$ cat src/rtl/cmd_master.sv
// Host-side UART command initiator: sends a 16-bit command as two bytes (high
// first), then collects one response byte, or ENTRIES bytes for a valid dump.
module cmd_master #(
  parameter int ENTRIES = 384,
  parameter int LOG2    = 9,
  parameter int TIMEOUT = 4096
) (
  input  logic            clk,
  input  logic            rst_n,
  input  logic [15:0]     cmd,
  input  logic            snd_cmd,
  output logic [7:0]      tx_data,
  output logic            trmt,
  input  logic            tx_done,
  input  logic [7:0]      rx_data,
  input  logic            rx_rdy,
  output logic            clr_rx_rdy,
  output logic [7:0]      resp,
  output logic            resp_vld,
  output logic [LOG2:0]   rx_cnt,
  output logic            busy,
  output logic            cmd_cmplt,
  output logic            timeout_err
);

  localparam int CW = LOG2 + 1;
  localparam int TW = $clog2(TIMEOUT + 1);

  typedef enum logic [2:0] {IDLE, TX_HI, TX_LO, RX_WAIT, RX_ACK} state_t;

  state_t          state, state_n;
  logic [7:0]      cmd_lo, cmd_lo_n;
  logic [CW-1:0]   exp_cnt, exp_cnt_n;
  logic [TW-1:0]   tmo, tmo_n;
  logic [7:0]      tx_data_n, resp_n;
  logic            trmt_n, clr_n, vld_n, busy_n, cmplt_n, terr_n;
  logic [CW-1:0]   rx_cnt_n;
  logic            dump_ok;

  // Only dumps of channels 1..5 stream a full buffer; everything else answers once.
  assign dump_ok = (cmd[15:14] == 2'b10) && (cmd[10:8] != 3'd0) && (cmd[10:8] <= 3'd5);

  always_comb begin
    state_n   = state;
    cmd_lo_n  = cmd_lo;
    exp_cnt_n = exp_cnt;
    tmo_n     = tmo;
    tx_data_n = tx_data;
    resp_n    = resp;
    rx_cnt_n  = rx_cnt;
    cmplt_n   = cmd_cmplt;
    terr_n    = timeout_err;
    trmt_n    = 1'b0;
    clr_n     = 1'b0;
    vld_n     = 1'b0;
    case (state)
      IDLE: begin
        if (snd_cmd) begin
          cmd_lo_n  = cmd[7:0];
          exp_cnt_n = dump_ok ? CW'(ENTRIES) : CW'(1);
          tx_data_n = cmd[15:8];
          trmt_n    = 1'b1;
          rx_cnt_n  = '0;
          cmplt_n   = 1'b0;
          terr_n    = 1'b0;
          state_n   = TX_HI;
        end
      end
      TX_HI: begin
        if (tx_done) begin
          tx_data_n = cmd_lo;
          trmt_n    = 1'b1;
          state_n   = TX_LO;
        end
      end
      TX_LO: begin
        if (tx_done) begin
          tmo_n   = '0;
          state_n = RX_WAIT;
        end
      end
      RX_WAIT: begin
        if (rx_rdy) begin
          resp_n   = rx_data;
          vld_n    = 1'b1;
          clr_n    = 1'b1;
          rx_cnt_n = rx_cnt + 1'b1;
          tmo_n    = '0;
          state_n  = RX_ACK;
        end else if (tmo == TW'(TIMEOUT - 1)) begin
          terr_n  = 1'b1;
          cmplt_n = 1'b1;
          state_n = IDLE;
        end else begin
          tmo_n = tmo + 1'b1;
        end
      end
      RX_ACK: begin
        if (rx_cnt == exp_cnt) begin
          cmplt_n = 1'b1;
          state_n = IDLE;
        end else begin
          state_n = RX_WAIT;
        end
      end
      default: state_n = IDLE;
    endcase
    busy_n = (state_n != IDLE);
  end

  always_ff @(posedge clk or negedge rst_n) begin
    if (!rst_n) begin
      state       <= IDLE;
      cmd_lo      <= '0;
      exp_cnt     <= '0;
      tmo         <= '0;
      tx_data     <= '0;
      trmt        <= 1'b0;
      clr_rx_rdy  <= 1'b0;
      resp        <= '0;
      resp_vld    <= 1'b0;
      rx_cnt      <= '0;
      busy        <= 1'b0;
      cmd_cmplt   <= 1'b0;
      timeout_err <= 1'b0;
    end else begin
      state       <= state_n;
      cmd_lo      <= cmd_lo_n;
      exp_cnt     <= exp_cnt_n;
      tmo         <= tmo_n;
      tx_data     <= tx_data_n;
      trmt        <= trmt_n;
      clr_rx_rdy  <= clr_n;
      resp        <= resp_n;
      resp_vld    <= vld_n;
      rx_cnt      <= rx_cnt_n;
      busy        <= busy_n;
      cmd_cmplt   <= cmplt_n;
      timeout_err <= terr_n;
    end
  end

endmodule

$ cat config.mk
export PLATFORM = sky130hd
export DESIGN_NAME = cmd_master
export DESIGN_NICKNAME = d
export VERILOG_FILES = /design/src/rtl/cmd_master.sv
export SDC_FILE = /design/constraint.sdc
export NUM_CORES = 1
export LEC_CHECK = 0
export BUFFER_PORTS_ARGS = -buffer_cell sky130_fd_sc_hd__buf_2
export CAP_MARGIN = 20
export CORE_MARGIN = 4
export CORE_UTILIZATION = 42
export DETAILED_ROUTE_END_ITERATION = 7
export PLACE_DENSITY = 0.7
export SETUP_SLACK_MARGIN = 0.05
export SLEW_MARGIN = 15
export SYNTH_ARGS = -nofsm -noshare
export SYNTH_HDL_FRONTEND = slang
export SYNTH_SLANG_ARGS = --single-unit
$ cat constraint.sdc
create_clock -name clk -period 4.1 [get_ports clk]
set_input_delay 0.41 -clock clk [delete_from_list [all_inputs] [get_ports clk]]
set_output_delay 0.41 -clock clk [all_outputs]
set_load 0.1 [all_outputs]
==> impl_metrics.env <==
export IMPL_min_path_type="in -> async"
export IMPL_yosysWarnings=0
export IMPL_synthTopCellsByArea="dfrtp_1 52%, nand2_1 9.9%, mux2i_1 2.9%"
export IMPL_finalMaxSlewViolations=0
export IMPL_synth_edf_count=0
export IMPL_tightest_slew_ps=1050
export IMPL_synth_top_area_share_pct=52.2
export IMPL_drive_gt1_share_pct=26.0
export IMPL_numCtsBuffers=9
export IMPL_antenna_left=0
export IMPL_postCtsHoldBufs=0
export IMPL_clkSinkCount=57
export IMPL_setup_tns_final_ps=0
export IMPL_syn_avg_cell_area_um2=9.73
export IMPL_ios=61
export IMPL_clkLatencyLatePin_ps=340
export IMPL_whs_ps=205
export IMPL_viasPerCell=5.39
export IMPL_critPathKind="reg -> reg"
export IMPL_maxCapViolations=0
export IMPL_synth_common_cells="72 x nand2_1, 57 x dfrtp_1, 15 x nor2_1"
export IMPL_cp_top_family="simple AND/OR/NAND/NOR gates"
export IMPL_dp_hpwl_mm=4.19
export IMPL_port_buffers=60
export IMPL_drt_initial_drc_count=123
export IMPL_synth_seq_cells=57
export IMPL_die_area_um2=7860
export IMPL_die_w_um=88.7
export IMPL_crit_arrival_ps=2520
export IMPL_multi_input_area_um2=1220
export IMPL_cp_slowest_cell="nor3b_2"
export IMPL_timing_slew_headroom_pct=30.1
export IMPL_synth_most_common_cell="nand2_1"
export IMPL_synth_nets=312
export IMPL_path_cells="nor3b_2 > a21oi_1 > nand2_1 > o21ai_0"
export IMPL_vias=2279
export IMPL_drcViolationCount=0
export IMPL_grt_max_degree=58
export IMPL_peakVddDrop_mv=0.724
export IMPL_totalPowerFinal_mw=2.77
export IMPL_cp_num_buf_inv=0
export IMPL_dp_slack_ps=1820
export IMPL_reg2reg_from="state[0]"
export IMPL_clk_pin_slew_ps=70
export IMPL_cts_tree="done"
export IMPL_ys_async_sr_fraction_pct=100
export IMPL_worstPathMaxFanout=17
export IMPL_grt_pass1_vias=2141
export IMPL_setup_violations=0
export IMPL_rsz0062_at_grt="false"
export IMPL_crit_path_start="state[0]"
export IMPL_rows=29
export IMPL_place_congestion=0.820
export IMPL_synth_cell_types=50
export IMPL_max_clock_path_buffers=2
export IMPL_fmax_mhz=421
export IMPL_p_leak_nw=1.68
export IMPL_gr_total_overflow=0
export IMPL_required_ps=4250
export IMPL_start_kind="flop"
export IMPL_fillers=602
export IMPL_nets=372
export IMPL_yosys_most_used_dff="dfrtp_1"
export IMPL_cp_end_kind="flop"
export IMPL_max_stage_delay_ps=780
export IMPL_die_y_um=88.7
export IMPL_core_area_um2=6350
export IMPL_synth_top_area_cell="dfrtp_1"
export IMPL_ff_latch_area_um2=1430
export IMPL_status="complete, no violations"
export IMPL_worst_slack_ps=1730
export IMPL_skew_ps=7.00
export IMPL_wirelength_mm=6.01
export IMPL_syn_to_final_growth_pct=21.4
export IMPL_grt_pass1_wl_mm=9.73
export IMPL_cts_root_buf="clkbuf_8"
export IMPL_period_needed_ps=2370
export IMPL_cts_repair_resize_count=0
export IMPL_firstDrtPassIters=5
export IMPL_final_period_utilization_pct=57.9
export IMPL_ys_seq_area_share_pct=52.2
export IMPL_hold_violations=0
export IMPL_cts_setup_buffers=0
export IMPL_num_antenna_cells=0
export IMPL_power_per_cell_area_nw_per_um2=836
export IMPL_grt_usage_pct=16.2
export IMPL_antenna_found_initial=0
export IMPL_postSynthCellCount=281
export IMPL_htreeDepth=3
export IMPL_initial_utilization_pct=43.1
export IMPL_syn_area_um2=2730
export IMPL_wl_per_cell_um=14.2
-- through the flow --
stage | instance area (um^2) | instances | utilization [%]
after CTS | 3320 | 423 | 52.3
after detailed placement | 3090 | 407 | 48.7
final | 3320 | 423 | 52.3
after global routing | 3320 | 423 | 52.3
after global placement | 3090 | 407 | 48.7
after floorplan | 2730 | 281 | -
-- area by class of cell --
class,instances,area share (%)
Sequential cell,57,43.0
Multi-Input combinational cell,205,36.9
Timing Repair Buffer,63,9.73
Clock buffer,10,4.15
Tap cell,77,2.90
Clock inverter,6,2.75
Inverter,5,0.566
-- placed cells by master, fill, tap and decap left out, drive strengths merged, types with 2 or more instances in the layout --
cell type   n
a211o       4
a211oi      4
a21oi       3
a22o        3
and3        5
buf        63
bufinv      2
clkbuf     10
clkinvlp    3
dfrtp      57
ha          2
inv         5
mux2        2
mux2i       8
nand2      72
nand2b      2
nand3       6
nand4       8
nand4b      3
nor2       15
nor2b       3
nor3        8
nor3b       4
nor4        5
nor4b       2
o21a        2
o21ai      13
o22a        2
or3         5
xnor2       5
xor2        4
-- flip-flops by register name (all words and copies together) (netlist names), 2 cells and up --
register,cells
cmd_lo,8
tmo,13
state,3
rx_cnt,10
resp,8
tx_data,8
exp_cnt,2
-- logic make-up (layout without fill, tap and decap cells) --
kind of cell	after synthesis	count (layout)	synth area share [%]
DFF	57	57	52.2
adders and majority gates	2	2	0.915
muxes	10	10	3.75
buffers and inverters	19	84	3.43
and+or+nand+nor	144	144	26.0
AOI/OAI and AO/OA	40	40	10.9
xor gates and xnor gates	9	9	2.88
-- routing by layer --
metal,track usage (%),up-vias,part of all wire [%]
met5,0,-,0
met4,6.04,0,1.7
met3,5.21,12,5.5
met2,26.0,56,47
met1,20.5,1104,46
li1,-,1107,-
-- power by group --
part	total (mW)	internal [mW]	switching [mW]
Combinational	1.33	0.271	1.05
Clock	0.585	0.359	0.226
Sequential	0.863	0.729	0.134
-- worst paths after layout --
path                              end  slack [ps]  depth (start not counted)
setup reg to reg           tx_data[1]        1730                          4
setup / recovery           tx_data[1]        1730                          4
max in group asynchronous  tx_data[4]        3410                          2
hold / removal                 tmo[7]         200                          2
min in group clk              resp[5]         260                          3
hold reg to reg               resp[5]         470                          2
Power figures use the tool's default switching activity.
